`src/rtl/mc_control_fsm.sv`:
```
// Multi-cycle RV32I control unit: sequences FETCH/DECODE/EXEC/MEM/WB per instruction,
// latches decoded datapath selects once per instruction, and traps on bad encodings or memory timeout.
module mc_control_fsm #(
  parameter int TIMEOUT = 15,
  parameter int TO_W    = 4,
  parameter int ALU_W   = 4
) (
  input  logic             clk,
  input  logic             rst,
  input  logic             r_type,
  input  logic             i_type,
  input  logic             load,
  input  logic             store,
  input  logic             branch,
  input  logic             jal,
  input  logic             jalr,
  input  logic             lui,
  input  logic             auipc,
  input  logic [2:0]       fun3,
  input  logic             fun7,
  input  logic             mem_ack,
  input  logic             br_taken,
  output logic             mem_req,
  output logic             mem_we,
  output logic             ir_en,
  output logic             pc_en,
  output logic             next_sel,
  output logic             reg_write,
  output logic [1:0]       mem_to_reg,
  output logic             operand_a,
  output logic             operand_b,
  output logic [2:0]       imm_sel,
  output logic [ALU_W-1:0] alu_control,
  output logic             illegal,
  output logic [2:0]       state
);

  typedef enum logic [2:0] {
    S_FETCH  = 3'd0,
    S_DECODE = 3'd1,
    S_EXEC   = 3'd2,
    S_MEM    = 3'd3,
    S_WB     = 3'd4,
    S_TRAP   = 3'd7
  } state_e;

  localparam logic [TO_W-1:0] TO_LAST = TO_W'(TIMEOUT - 1);

  localparam logic [ALU_W-1:0] ALU_ADD   = ALU_W'(4'h0);
  localparam logic [ALU_W-1:0] ALU_SUB   = ALU_W'(4'h1);
  localparam logic [ALU_W-1:0] ALU_SLL   = ALU_W'(4'h2);
  localparam logic [ALU_W-1:0] ALU_SLT   = ALU_W'(4'h3);
  localparam logic [ALU_W-1:0] ALU_SLTU  = ALU_W'(4'h4);
  localparam logic [ALU_W-1:0] ALU_XOR   = ALU_W'(4'h5);
  localparam logic [ALU_W-1:0] ALU_SRL   = ALU_W'(4'h6);
  localparam logic [ALU_W-1:0] ALU_SRA   = ALU_W'(4'h7);
  localparam logic [ALU_W-1:0] ALU_OR    = ALU_W'(4'h8);
  localparam logic [ALU_W-1:0] ALU_AND   = ALU_W'(4'h9);
  localparam logic [ALU_W-1:0] ALU_PASSB = ALU_W'(4'hF);

  localparam logic [2:0] IMM_I = 3'b000;
  localparam logic [2:0] IMM_S = 3'b001;
  localparam logic [2:0] IMM_B = 3'b010;
  localparam logic [2:0] IMM_J = 3'b011;
  localparam logic [2:0] IMM_U = 3'b100;

  localparam logic [1:0] M2R_ALU = 2'b00;
  localparam logic [1:0] M2R_MEM = 2'b01;
  localparam logic [1:0] M2R_PC4 = 2'b10;

  state_e           state_q, state_d;
  logic [TO_W-1:0]  cnt_q, cnt_d;
  logic             run_q;
  logic [ALU_W-1:0] alu_q, alu_d;
  logic [2:0]       imm_q, imm_d;
  logic             opa_q, opa_d;
  logic             opb_q, opb_d;
  logic [1:0]       m2r_q, m2r_d;
  logic             ld_q, ld_d;
  logic             st_q, st_d;
  logic             br_q, br_d;
  logic             jmp_q, jmp_d;

  logic [8:0]       cls_flags;
  logic [ALU_W-1:0] dec_alu;
  logic [2:0]       dec_imm;
  logic             dec_opa;
  logic             dec_opb;
  logic [1:0]       dec_m2r;
  logic             dec_bad;
  logic             sel_on;

  // funct3 -> ALU op; alt selects sub/sra, sub only exists for register-register ops
  function automatic logic [ALU_W-1:0] arith_op(input logic [2:0] f3, input logic alt,
                                                input logic allow_sub);
    logic [ALU_W-1:0] res;
    res = ALU_ADD;
    case (f3)
      3'b000:  res = (alt && allow_sub) ? ALU_SUB : ALU_ADD;
      3'b001:  res = ALU_SLL;
      3'b010:  res = ALU_SLT;
      3'b011:  res = ALU_SLTU;
      3'b100:  res = ALU_XOR;
      3'b101:  res = alt ? ALU_SRA : ALU_SRL;
      3'b110:  res = ALU_OR;
      default: res = ALU_AND;
    endcase
    return res;
  endfunction

  assign cls_flags = {r_type, i_type, load, store, branch, jal, jalr, lui, auipc};

  always_comb begin
    dec_alu = ALU_ADD;
    dec_imm = IMM_I;
    dec_opa = 1'b0;
    dec_opb = 1'b1;
    dec_m2r = M2R_ALU;
    dec_bad = !$onehot(cls_flags);
    if (r_type) begin
      dec_opb = 1'b0;
      dec_alu = arith_op(fun3, fun7, 1'b1);
      if (fun7 && (fun3 != 3'b000) && (fun3 != 3'b101)) dec_bad = 1'b1;
    end else if (i_type) begin
      dec_alu = arith_op(fun3, fun7, 1'b0);
      if (fun7 && (fun3 == 3'b001)) dec_bad = 1'b1;
    end else if (load) begin
      dec_m2r = M2R_MEM;
      if ((fun3 == 3'b011) || (fun3[2:1] == 2'b11)) dec_bad = 1'b1;
    end else if (store) begin
      dec_imm = IMM_S;
      if (fun3 > 3'b010) dec_bad = 1'b1;
    end else if (branch) begin
      dec_imm = IMM_B;
      dec_opa = 1'b1;
      if (fun3[2:1] == 2'b01) dec_bad = 1'b1;
    end else if (jal) begin
      dec_imm = IMM_J;
      dec_opa = 1'b1;
      dec_m2r = M2R_PC4;
    end else if (jalr) begin
      dec_m2r = M2R_PC4;
    end else if (lui) begin
      dec_imm = IMM_U;
      dec_alu = ALU_PASSB;
    end else if (auipc) begin
      dec_imm = IMM_U;
      dec_opa = 1'b1;
    end
  end

  always_comb begin
    state_d   = state_q;
    cnt_d     = cnt_q;
    alu_d     = alu_q;
    imm_d     = imm_q;
    opa_d     = opa_q;
    opb_d     = opb_q;
    m2r_d     = m2r_q;
    ld_d      = ld_q;
    st_d      = st_q;
    br_d      = br_q;
    jmp_d     = jmp_q;
    sel_on    = 1'b0;
    mem_req   = 1'b0;
    mem_we    = 1'b0;
    ir_en     = 1'b0;
    pc_en     = 1'b0;
    next_sel  = 1'b0;
    reg_write = 1'b0;
    illegal   = 1'b0;
    case (state_q)
      S_FETCH: begin
        // run_q keeps the bus quiet from reset until the first clock edge after release
        if (run_q) begin
          mem_req = 1'b1;
          if (mem_ack) begin
            ir_en   = 1'b1;
            cnt_d   = '0;
            state_d = S_DECODE;
          end else if (cnt_q == TO_LAST) begin
            cnt_d   = '0;
            state_d = S_TRAP;
          end else begin
            cnt_d = cnt_q + TO_W'(1);
          end
        end
      end
      S_DECODE: begin
        alu_d   = dec_alu;
        imm_d   = dec_imm;
        opa_d   = dec_opa;
        opb_d   = dec_opb;
        m2r_d   = dec_m2r;
        ld_d    = load;
        st_d    = store;
        br_d    = branch;
        jmp_d   = jal | jalr;
        state_d = dec_bad ? S_TRAP : S_EXEC;
      end
      S_EXEC: begin
        sel_on = 1'b1;
        if (br_q) begin
          pc_en    = 1'b1;
          next_sel = br_taken;
          state_d  = S_FETCH;
        end else if (ld_q || st_q) begin
          state_d = S_MEM;
        end else begin
          state_d = S_WB;
        end
      end
      S_MEM: begin
        sel_on  = 1'b1;
        mem_req = 1'b1;
        mem_we  = st_q;
        if (mem_ack) begin
          cnt_d = '0;
          // a store retires in its ack cycle, so pc_en overlaps the still-held request
          if (st_q) begin
            pc_en   = 1'b1;
            state_d = S_FETCH;
          end else begin
            state_d = S_WB;
          end
        end else if (cnt_q == TO_LAST) begin
          cnt_d   = '0;
          state_d = S_TRAP;
        end else begin
          cnt_d = cnt_q + TO_W'(1);
        end
      end
      S_WB: begin
        sel_on    = 1'b1;
        reg_write = 1'b1;
        pc_en     = 1'b1;
        next_sel  = jmp_q;
        state_d   = S_FETCH;
      end
      S_TRAP: begin
        illegal = 1'b1;
      end
      default: begin
        state_d = S_TRAP;
      end
    endcase
    alu_control = sel_on ? alu_q : '0;
    imm_sel     = sel_on ? imm_q : '0;
    operand_a   = sel_on & opa_q;
    operand_b   = sel_on & opb_q;
    mem_to_reg  = sel_on ? m2r_q : '0;
  end

  always_ff @(posedge clk or negedge rst) begin
    if (!rst) begin
      state_q <= S_FETCH;
      cnt_q   <= '0;
      run_q   <= 1'b0;
      alu_q   <= '0;
      imm_q   <= '0;
      opa_q   <= 1'b0;
      opb_q   <= 1'b0;
      m2r_q   <= '0;
      ld_q    <= 1'b0;
      st_q    <= 1'b0;
      br_q    <= 1'b0;
      jmp_q   <= 1'b0;
    end else begin
      state_q <= state_d;
      cnt_q   <= cnt_d;
      run_q   <= 1'b1;
      alu_q   <= alu_d;
      imm_q   <= imm_d;
      opa_q   <= opa_d;
      opb_q   <= opb_d;
      m2r_q   <= m2r_d;
      ld_q    <= ld_d;
      st_q    <= st_d;
      br_q    <= br_d;
      jmp_q   <= jmp_d;
    end
  end

  assign state = state_q;

endmodule
```
`config.mk`:
```
export PLATFORM = sky130hd
export DESIGN_NAME = mc_control_fsm
export DESIGN_NICKNAME = d
export VERILOG_FILES = /design/src/rtl/mc_control_fsm.sv
export SDC_FILE = /design/constraint.sdc
export NUM_CORES = 1
export LEC_CHECK = 0
export ABC_CLOCK_PERIOD_IN_PS = 2390
export BUFFER_PORTS_ARGS = -buffer_cell sky130_fd_sc_hd__buf_2
export CORE_ASPECT_RATIO = 1.5
export CORE_MARGIN = 4
export CORE_UTILIZATION = 40
export CTS_CLUSTER_DIAMETER = 60
export DETAILED_ROUTE_END_ITERATION = 12
export PLACE_DENSITY = 0.59
export SYNTH_ARGS = -nofsm -noshare
export SYNTH_HDL_FRONTEND = slang
export SYNTH_SLANG_ARGS = --single-unit
```
`constraint.sdc`:
```
create_clock -name clk -period 2.39 [get_ports clk]
set_input_delay 0.3585 -clock clk [delete_from_list [all_inputs] [get_ports clk]]
set_output_delay 0.3585 -clock clk [all_outputs]
set_load 0.02 [all_outputs]
```
### Word-level counts from Yosys, hierarchy flattened

Index checks and enable logic that the tools add are counted.

| operators by class | value |
|---|---|
| reductions and logical operators | 13 |
| bitwise gates (word level) | 4 |
| multiplexer cells | 79 |
| $lt $le $gt $ge | 1 |
| $add $sub $neg | 9 |
| equal/unequal tests | 17 |

Operator list:

| cell | count |
|---|---|
| 4-bit one-hot mux with 7 select lines | 2 |
| 3-bit two-way mux | 18 |
| 4-bit two-way mux | 12 |
| 1-bit two-way mux | 34 |
| 3-bit one-hot mux with 6 select lines | 1 |
| 2-bit two-way mux | 8 |
| 3-bit equality test, second input constant | 5 |
| 3-bit by 2-bit equality test with 1-bit output, second input constant | 4 |
| 1-bit by 1-bit adder with 2-bit output | 4 |
| 4-bit one-hot mux with 2 select lines | 1 |
| 2-bit by 2-bit adder with 3-bit output | 2 |
| 3-bit by 1-bit equality test with 1-bit output, second input constant | 2 |
| 3-bit logical NOT | 2 |
| 3-bit by 3-bit adder with 4-bit output | 1 |
| 4-bit by 1-bit adder with 4-bit output | 1 |
| 4-bit by 1-bit adder with 4-bit output, second input constant | 1 |
| 4-bit by 1-bit equality test with 1-bit output, second input constant | 1 |
| 4-bit equality test, second input constant | 1 |
| 1-bit one-hot mux with 2 select lines | 2 |
| 2-bit AND reduction | 2 |
| 3-bit by 2-bit greater-than comparator with 1-bit output, second input constant | 1 |
| 1-bit logical AND | 3 |
| 3-bit inequality test, second input constant | 1 |
| 1-bit one-hot mux with 3 select lines | 1 |
| other kinds (11) | 13 |

| word-level totals | value |
|---|---|
| output and inout port bits | 21 |
| logic and storage cells | 135 |
| bits of input ports | 17 |
| register bits | 23 |

### Depth between registers and ports, before layout

Gate-level depths: netlist of run 1.

| logic depth | value |
|---|---|
| word-level depth | 14 |
| gate-level depth with buffers | 11 |

### Least setup slack after synthesis of run 1

OpenSTA, ideal clock, no wires.

| timing | value |
|---|---|
| kind | input to register |
| start | in r_type |
| end | reg state_q[0] (netlist: state[0]) |
| slack | -1,097 ps |
| library setup time | 134 ps |
| arrival time | 3,353 ps |
| stages on the path | 10 |
| cell sequence | inv_1 -> fa_1 -> fa_1 -> fa_1 -> fa_1 -> fa_1 -> or3b_2 -> o22ai_1 -> a31o_2 -> nand3_1 |

| on the way | value |
|---|---|
| longest elaborated chain between the ends | 11 |
| elaborated cells between the ends (all ways) | 15 |

Ends and longest elaborated chain:

| what | RTL line | text |
|---|---|---|
| start: declaration | 10 | `input logic r_type,` |
| 4-bit by 1-bit adder with 4-bit output (implied by the code) | 119 | `dec_bad = !$onehot(cls_flags);` |
| 4-bit by 1-bit equality test with 1-bit output | 119 |  |
| 1-bit logical NOT | 119 |  |
| 1-bit two-way mux | 136 | `if (fun3[2:1] == 2'b01) dec_bad = 1'b1;` |
| 1-bit two-way mux | 133 | `end else if (branch) begin` |
| 1-bit two-way mux | 130 | `end else if (store) begin` |
| 1-bit two-way mux | 127 | `end else if (load) begin` |
| 1-bit two-way mux | 124 | `end else if (i_type) begin` |
| 1-bit two-way mux (*) | 120 | `if (r_type) begin` |
| 3-bit two-way mux (*) | 199 | `state_d = dec_bad ? S_TRAP : S_EXEC;` |
| 3-bit one-hot mux with 6 select lines (*) | 172 | `case (state_q)` |
| end signal: assignment | 269 | `state_q <= state_d;` |
| end: declaration | 71 | `state_e state_q, state_d;` |

Every way passes the cells marked *; elsewhere a longest branch is shown, timed or not.
A chain may end at the register's enable or synchronous reset.

### Worst setup path after layout of run 1

| timing | value |
|---|---|
| start | in r_type |
| end | reg state_q[2] (netlist: state[2]) |

Same word-level chain as after synthesis.

==> flow_metrics.env, run 1 <==
export IMPL_p_sw_uw=635
export IMPL_p_clk_share_pct=15.4
export IMPL_critPathLaunchType="input pin"
export IMPL_instances_no_fill=282
export IMPL_cts_hold_fix_buffers=0
export IMPL_max_cap_violations=0
export IMPL_path_cells="buf_8 -> inv_8 -> fa_1 -> fa_1 -> fa_1 -> fa_2 -> fa_2 -> or3b_4 -> o22ai_2 -> a31o_2 -> nand3_1"
export IMPL_ctsRootBufferMaster="clkbuf_8"
export IMPL_fin_crit_ps=3220
export IMPL_die_h_um=87.0
export IMPL_max_slew_margin_pct=65.7
export IMPL_powerDensity_mw_per_mm2=781
export IMPL_track_usage_pct=15.7
export IMPL_violations="setup timing"
export IMPL_clk_pin_slew_ps=80
export IMPL_htreeDepth=1
export IMPL_io_buffers=37
export IMPL_cts_buffers=3
export IMPL_mappedNetlistNets=220
export IMPL_drcViolationCount=0
export IMPL_async_reset_ff_share_pct=100
export IMPL_die_w_um=60.6
export IMPL_total_power_uw=1590
export IMPL_crit_path_max_incr_delay_ps=540
export IMPL_clkLatencyLatePin_ps=260
export IMPL_drive_gt1_share_pct=30.4
export IMPL_syn_inst=194
export IMPL_hold_path_class="input pin to asynchronous set/reset pin"
export IMPL_synthFlopType="dfrtp_1"
export IMPL_maxSlewViolCount=0
export IMPL_timing_final_hold_violations=0
export IMPL_setup_viol=2
export IMPL_core_rowCount=28
export IMPL_cts_buffer_depth=2
export IMPL_swShare_pct=40.0
export IMPL_seq_power_share_pct=41.7
export IMPL_rsz0062_at_grt="true"
export IMPL_num_antenna_cells=0
export IMPL_antenna_found_initial=0
export IMPL_place_hpwl_mm=3.14
export IMPL_syn_area_mm2=0.00166
export IMPL_start_util_pct=41.6
export IMPL_combPwrFrac_pct=42.9
export IMPL_fin_crit_sh_pct=135
export IMPL_synth_distinct_cells=47
export IMPL_routabilityCongestion=0.823
export IMPL_ir_drop_v=0.000454
export IMPL_crit_type="input pin to flop"
export IMPL_synth_area_per_cell_um2=8.57
export IMPL_cp_arrival_ps=3360
export IMPL_p_leak_uw=0.000978
export IMPL_ant_nets=0
export IMPL_p_int_uw=954
export IMPL_fin_nets=264
export IMPL_final_util_pct=50.9
export IMPL_cts_tree="done"
export IMPL_pin_count=38
export IMPL_worstMarginPinSlew_ps=515
export IMPL_slowest_stage="fa_1"
export IMPL_fillers=418
export IMPL_crit_path_end_kind="flop"
export IMPL_core_mm2=0.00399
export IMPL_setup_ws_ps=-825
export IMPL_ys_seq_area_share_pct=34.6
export IMPL_cts_setup_buffers=0
export IMPL_dieArea_mm2=0.00527
export IMPL_via_count=1479
export IMPL_synth_edff_count=0
export IMPL_regArea_um2=576
export IMPL_grt_max_degree=24
export IMPL_crit_required_ps=2530
export IMPL_grt_pass1_wl_mm=6.49
export IMPL_ff2ff_path_depth=6
export IMPL_fin_skew_ps=1.84
export IMPL_first_pass_iters=4
export IMPL_fmax_ghz=0.311
export IMPL_cpMostUsedCell="fa_1"
export IMPL_multiInputGateArea_um2=985
export IMPL_status="complete, but fails checks"
export IMPL_grt_pass1_vias=1476
export IMPL_wirelength_mm=3.92
export IMPL_cts_resized=5
export IMPL_ys_warn_count=0
export IMPL_wire_per_inst_um=13.9
export IMPL_routed_via_density=5.24
export IMPL_dp_cells=278
export IMPL_drt_iter0_drc=72
export IMPL_whs_ps=54.0
export IMPL_cp_max_fo=2
export IMPL_cts_sinks=23
export IMPL_overflow=0
export IMPL_synth_seq_cells=23
export IMPL_area_growth_pct=22.3
==> cells in the mapped netlist, types with 4 or more instances <==
cell type,instances,area [um2]
nand2_1,22,82.6
o31ai_1,5,37.5
o21ai_1,10,50.1
o21ai_0,6,30.0
nand3_1,6,30.0
inv_1,17,63.8
buf_2,5,25.0
a31oi_1,4,25.0
nor2_1,15,56.3
nand2b_1,4,25.0
fa_1,5,100
nor2b_1,14,87.6
dfrtp_1,23,576
a21oi_1,8,40.0
ha_1,4,50.1
clkbuf_1,5,18.8
==> final cells by class <==
type | instances | area share [%]
Tap cell | 45 | 2.77
Inverter | 18 | 3.94
Multi-Input combinational cell | 143 | 48.4
Clock inverter | 1 | 0.246
Timing Repair Buffer | 49 | 14.3
Clock buffer | 3 | 2.03
Sequential cell | 23 | 28.3
==> logic make-up after synthesis <==
family / Yosys count / synth area share, %
simple gates: 81 / 26.7
buf+inv: 28 / 7.00
flops: 23 / 34.6
compound gates: 49 / 20.7
xor+xnor: 1 / 0.527
other cells: 1 / 0.226
fa+ha+maj: 9 / 9.03
mux: 2 / 1.20
==> power groups by stage <==
stage | combinational [uW] | sequential (uW) | clock, uW
after floorplan | 504 | 632 | 0
after global placement | 670 | 670 | 0
after detailed placement | 679 | 672 | 0
after CTS | 690 | 665 | 251
after global routing | 776 | 692 | 262
final | 682 | 663 | 244
==> worst max-delay path: cells and delay by family <==
kind | cells | cell delay (ps)
adder cells (fa/ha/maj) | 5 | 2170
AND/OR/NAND/NOR | 2 | 450
AO/OA/AOI/OAI | 2 | 270
buffers and inverters | 2 | 120
==> cell usage in the layout, fill, tap and decap left out, drive strengths merged, types with 2 or more instances in the layout <==
cell    count
a21oi       8
a31o        2
a31oi       4
and3        2
buf        49
clkbuf      3
clkinv      2
dfrtp      23
fa          5
ha          4
inv        17
mux2i       2
nand2      23
nand2b      4
nand3       6
nand3b      2
nor2       15
nor2b      14
nor3        2
nor3b       4
o211ai      2
o21ai      16
o31ai       6
o32a        2
or3b        4
==> flip-flops by register name, summed over array words and instances, names as in the netlist <==
name,flops
alu_q,4
br_q,1
cnt_q,4
imm_q,3
jmp_q,1
ld_q,1
m2r_q,2
opa_q,1
opb_q,1
run_q,1
st_q,1
state,3
==> worst paths after layout <==
kind | start | to | slack (ps)
max | r_type | state[2] | -830
min | rst | cnt_q[0] | 50
max reg2reg | cnt_q[0] | state[0] | 640
min reg2reg | imm_q[2] | imm_q[2] | 480
max in group asynchronous | rst | run_q | 1990
min in group clk | branch | imm_q[2] | 360
==> layer usage <==
metal	vias to the layer above	track usage [%]	wire length (um)
met4	0	6.11	104
li1	751	-	-
met5	-	0	0
met2	37	27.4	2000
met3	8	1.93	175
met1	683	19.2	1640
==> through the flow <==
step | instance area (um2) | setup TNS [ps] | worst slack, ps
finish | 2030 | -1650 | -825
global route | 2030 | -1790 | -898
CTS | 2030 | -1640 | -823
detailed placement | 1970 | -2380 | -1190
global placement | 1970 | -2280 | -1140
floorplan | 1680 | -1830 | -919
(Power assumes the default switching activity.)
==> run 2: changes to the inputs <==
- CORE_UTILIZATION: 40 -> 30
- PLACE_DENSITY: 0.59 -> 0.46
==> run 2 against run 1 <==
Routed wire length up 7.0%. Combinational power up 6.5%. Critical path depth unchanged. Utilization down 11 points. Highest routed layer unchanged. Critical endpoint unchanged. The flow still finishes with violations (setup timing).
==> flow_metrics.env, run 2 (same netlist as run 1, synthesis figures left out) <==
export IMPL_status="complete, but fails checks"
export IMPL_violations="setup timing"
export IMPL_cts_buffers=3
export IMPL_rsz0062_at_grt="true"
export IMPL_p_leak_uw=0.000998
export IMPL_setup_viol=2
export IMPL_slowest_stage="fa_1"
export IMPL_instances_no_fill=309
export IMPL_crit_buf_inv=2
export IMPL_max_cap_violations=0
export IMPL_total_power_uw=1620
export IMPL_routed_via_density=4.76
export IMPL_num_antenna_cells=0
export IMPL_grt_pass1_wl_mm=6.93
export IMPL_max_slew_margin_pct=64.9
export IMPL_critPathLaunchType="input pin"
export IMPL_ant_nets=0
export IMPL_antenna_found_initial=0
export IMPL_pin_count=38
export IMPL_overflow=0
export IMPL_powerDensity_mw_per_mm2=768
export IMPL_core_mm2=0.00525
export IMPL_dieArea_mm2=0.00682
export IMPL_hold_path_class="input pin to asynchronous set/reset pin"
export IMPL_stdcell_area_mm2=0.00211
export IMPL_worstMarginPinSlew_ps=527
export IMPL_htreeDepth=1
export IMPL_track_usage_pct=13.2
export IMPL_wire_per_inst_um=13.6
export IMPL_ctsRootBufferMaster="clkbuf_8"
export IMPL_fin_nets=268
export IMPL_clk_pin_slew_ps=80
export IMPL_drive_gt1_share_pct=32.8
export IMPL_first_pass_iters=4
export IMPL_cts_sinks=23
export IMPL_mostFrequentLayoutCells="35 x buf_2, 23 x dfrtp_1, 22 x nand2_1"
export IMPL_drt_iter0_drc=57
export IMPL_wirelength_mm=4.19
export IMPL_crit_required_ps=2530
export IMPL_fin_crit_ps=3240
export IMPL_cts_buffer_depth=2
export IMPL_dp_cells=304
export IMPL_io_buffers=37
export IMPL_path_delay_family="adder cells"
export IMPL_routabilityCongestion=0.747
export IMPL_fillers=568
export IMPL_clkLatencyLatePin_ps=270
export IMPL_final_common_cell="buf_2"
export IMPL_die_w_um=68.8
export IMPL_reg_top3="alu_q (4), cnt_q (4)"
export IMPL_fin_crit_sh_pct=136
export IMPL_cp_max_fo=2
export IMPL_grt_pass1_vias=1463
export IMPL_regArea_um2=576
export IMPL_cpMostUsedCell="fa_1"
export IMPL_multiInputGateArea_um2=997
export IMPL_ir_drop_v=0.000187
export IMPL_place_hpwl_mm=3.32
export IMPL_drcViolationCount=0
export IMPL_fin_skew_ps=1.71
export IMPL_core_rowCount=32
export IMPL_start_util_pct=31.7
export IMPL_path_cells="buf_8 -> inv_8 -> fa_1 -> fa_1 -> fa_1 -> fa_2 -> fa_2 -> or3b_4 -> o22ai_2 -> a31o_2 -> nand3_2"
export IMPL_fmax_ghz=0.308
export IMPL_via_count=1470
export IMPL_maxSlewViolCount=0
export IMPL_area_growth_pct=26.6
export IMPL_crit_type="input pin to flop"
export IMPL_setup_ws_ps=-855
export IMPL_cp_arrival_ps=3380
export IMPL_crit_path_max_incr_delay_ps=550
export IMPL_cts_hold_fix_buffers=0
export IMPL_dp_slack_ps=-1210
export IMPL_place_area_mm2=0.00202
export IMPL_crit_path_end_kind="flop"
export IMPL_cts_tree="done"
export IMPL_timing_final_hold_violations=0
export IMPL_die_h_um=99.2
export IMPL_grt_max_degree=24
==> run 2: cell types whose count changed in the layout (fill, tap and decap cells not counted) <==
| cell | previous run | this run |
|---|---|---|
| buf_4 | 12 | 16 |
| nand3_1 | 6 | 4 |
| nand3_2 | 0 | 2 |
| nor2_1 | 15 | 14 |
| nor2_2 | 0 | 1 |
==> run 2: per-layer routing <==
| metal | wire (um) | vias up | part of all wire [%] | GRT usage [%] |
|---|---|---|---|---|
| li1 | - | 756 | - | - |
| met1 | 1810 | 670 | 43 | 16.5 |
| met2 | 2060 | 36 | 49 | 22.0 |
| met3 | 187 | 8 | 4.5 | 1.58 |
| met4 | 127 | 0 | 3.0 | 5.71 |
| met5 | 0 | - | 0 | 0 |
==> run 2: final timing paths <==
kind	start	to	slack, ps	cells past startpoint
worst min-delay path	rst	cnt_q[0]	60	1
worst max-delay path	r_type	state[2]	-850	11
worst max register to register	cnt_q[0]	state[0]	620	6
min in group clk	branch	imm_q[2]	400	3
worst min register to register	m2r_q[0]	m2r_q[0]	480	2
max in group asynchronous	rst	state[0]	1980	1
==> run 2: final cells by class <==
class	count	share of cell area [%]
clock inverter	1	0.238
tap	68	4.04
multi-input combinational	143	47.4
clock buffer	3	1.96
sequential	23	27.3
inverter	18	3.80
timing repair buffer	53	15.3
==> run 2: where the power goes <==
part	leakage, uW	total [uW]	switching [uW]	internal, uW
sequential	0.000246	644	115	528
combinational	0.000727	726	403	324
clock	0.0000255	248	131	117
==> run 2: stage by stage <==
step                      TNS [ps]  utilization [%]  hold WS (ps)
after floorplan              -1830                -          62.9
after global placement       -2290             38.5           363
after detailed placement     -2410             38.5           366
after CTS                    -1680             39.6          73.7
after global routing         -1930             40.1           100
final                        -1700             40.1          58.2
==> run 2: repair_timing <==
action                     4_1_cts  5_1_grt
pin swaps                        0        0
resized for setup                3        7
setup buffers                    0        1
setup endpoints to repair        2       12
gates cloned                     0        0
==> run 3: changes to the inputs <==
- ABC_CLOCK_PERIOD_IN_PS: 2390 -> 4100
- CTS_BUF_LIST: unset -> sky130_fd_sc_hd__clkbuf_16
- clock period: 2.39 -> 4.1 ns (I/O delays scaled with it)
==> run 3 against run 2 <==
The run now ends clean. Power is 39% lower. Hold slack improved by 270 ps. Die area stayed put. Worst setup slack improved by 1200 ps. Clock skew increased by 5.5 ps. Cell count down 4.9%. Routed wire length down 1.2%. Clock-buffer cell count stayed put. Utilization fell by 2.4 points. Sequential power shrank 39%. Register-to-register slack gained 1500 ps. Critical path type unchanged.
==> flow_metrics.env, run 3 (same netlist as run 1, synthesis figures left out) <==
export IMPL_status="finished, final reports clean"
export IMPL_drt_iter0_drc=67
export IMPL_wire_per_inst_um=14.1
export IMPL_instances_no_fill=294
export IMPL_critPathLaunchType="input pin"
export IMPL_regArea_um2=576
export IMPL_reg_top3="alu_q (4), cnt_q (4)"
export IMPL_io_buffers=37
export IMPL_fillers=566
export IMPL_fin_crit_sh_pct=91.5
export IMPL_overflow=0
export IMPL_setup_viol=0
export IMPL_cts_tree="done"
export IMPL_area_growth_pct=19.0
export IMPL_crit_path_end_kind="flop"
export IMPL_cp_arrival_ps=3880
export IMPL_multiInputGateArea_um2=971
export IMPL_grt_max_degree=24
export IMPL_num_antenna_cells=0
export IMPL_max_slew_margin_pct=43.0
export IMPL_fin_crit_ps=3750
export IMPL_antenna_found_initial=0
export IMPL_clkLatencyLatePin_ps=260
export IMPL_place_hpwl_mm=3.28
export IMPL_dp_cells=290
export IMPL_first_pass_iters=4
export IMPL_timing_final_hold_violations=0
export IMPL_cpMostUsedCell="fa_1"
export IMPL_die_w_um=68.8
export IMPL_cts_sinks=23
export IMPL_final_common_cell="buf_2"
export IMPL_routabilityCongestion=0.731
export IMPL_cp_max_fo=6
export IMPL_fmax_ghz=0.267
export IMPL_cts_buffers=3
export IMPL_fin_skew_ps=7.26
export IMPL_crit_path_max_incr_delay_ps=520
export IMPL_p_leak_uw=0.000932
export IMPL_cts_setup_buffers=0
export IMPL_fin_nets=253
export IMPL_cts_hold_fix_buffers=0
export IMPL_core_mm2=0.00525
export IMPL_routed_via_density=4.92
export IMPL_htreeDepth=1
export IMPL_path_cells="buf_2 -> inv_1 -> fa_1 -> fa_1 -> fa_1 -> fa_1 -> fa_1 -> or3b_2 -> o22ai_1 -> a31o_2 -> nand3_1"
export IMPL_drive_gt1_share_pct=24.3
export IMPL_wirelength_mm=4.14
export IMPL_max_cap_violations=0
export IMPL_ant_nets=0
export IMPL_track_usage_pct=13.1
export IMPL_grt_pass1_vias=1395
export IMPL_maxSlewViolCount=0
export IMPL_hold_path_class="input pin to asynchronous set/reset pin"
export IMPL_mostFrequentLayoutCells="37 x buf_2, 23 x dfrtp_1, 22 x nand2_1"
export IMPL_die_h_um=99.2
export IMPL_powerDensity_mw_per_mm2=497
export IMPL_fin_setup_tns_ps=0
export IMPL_core_rowCount=32
export IMPL_cts_resized=0
export IMPL_via_count=1447
export IMPL_crit_required_ps=4230
export IMPL_start_util_pct=31.7
export IMPL_drcViolationCount=0
export IMPL_ctsRootBufferMaster="clkbuf_16"
export IMPL_crit_type="input pin to flop"
export IMPL_grt_pass1_wl_mm=6.80
export IMPL_rsz0062_at_grt="false"
export IMPL_worstMarginPinSlew_ps=852
export IMPL_clk_pin_slew_ps=70
export IMPL_pin_count=38
export IMPL_ir_drop_v=0.000155
export IMPL_cts_buffer_depth=2
export IMPL_slowest_stage="fa_1"
export IMPL_dieArea_mm2=0.00682
==> run 3: cell types whose count changed in the layout (fill, tap and decap cells not counted), sizes merged <==
cell,previous run,this run
clkinv,2,1
clkinvlp,0,1
buf,53,38
==> run 3: report_power, final <==
group	internal (uW)	switching [uW]
Clock	132	87.5
Sequential	308	84.9
Combinational	163	209
==> run 3: worst paths after layout <==
path | slack, ps | to | cells after the start | start
max | 350 | state[0] | 11 | store
max in group asynchronous | 3400 | alu_q[2] | 1 | rst
min reg2reg | 480 | imm_q[2] | 2 | imm_q[2]
min | 330 | cnt_q[2] | 1 | rst
min in group clk | 480 | imm_q[2] | 2 | imm_q[2]
max reg2reg | 2140 | alu_q[0] | 3 | state[0]
==> run 3: layout make-up <==
type / count / area share, %
Sequential cell: 23 / 29.1
Multi-Input combinational cell: 143 / 49.1
Clock buffer: 3 / 3.79
Timing Repair Buffer: 38 / 9.73
Inverter: 18 / 3.67
Tap cell: 68 / 4.30
Clock inverter: 1 / 0.379
==> run 3: metrics by stage <==
step / total power, uW / instance area, um2 / setup slack [ps] / hold slack, ps / util [%]
2_1_floorplan: 659 / 1660 / 356 / 319 / -
3_3_place_gp: 772 / 1900 / 131 / 463 / 36.2
3_5_place_dp: 775 / 1900 / 76.3 / 461 / 36.2
4_1_cts: 996 / 1980 / 339 / 354 / 37.7
5_1_grt: 1060 / 1980 / 209 / 379 / 37.7
6_report: 985 / 1980 / 348 / 329 / 37.7
==> run 3: metal layers <==
layer | vias to the layer above | global-route usage, % | part of all wire, %
met5 | - | 0 | 0
met4 | 0 | 5.86 | 2.1
met3 | 5 | 1.36 | 3.9
met2 | 30 | 22.1 | 51
met1 | 680 | 16.2 | 43
li1 | 732 | - | -
==> run 3: worst max-delay path, delay by kind of cell <==
kind / cells / cell delay [ps]
AO/OA/AOI/OAI: 2 / 300
adder cells (fa/ha/maj): 5 / 2230
buffers and inverters: 2 / 210
AND/OR/NAND/NOR: 2 / 510
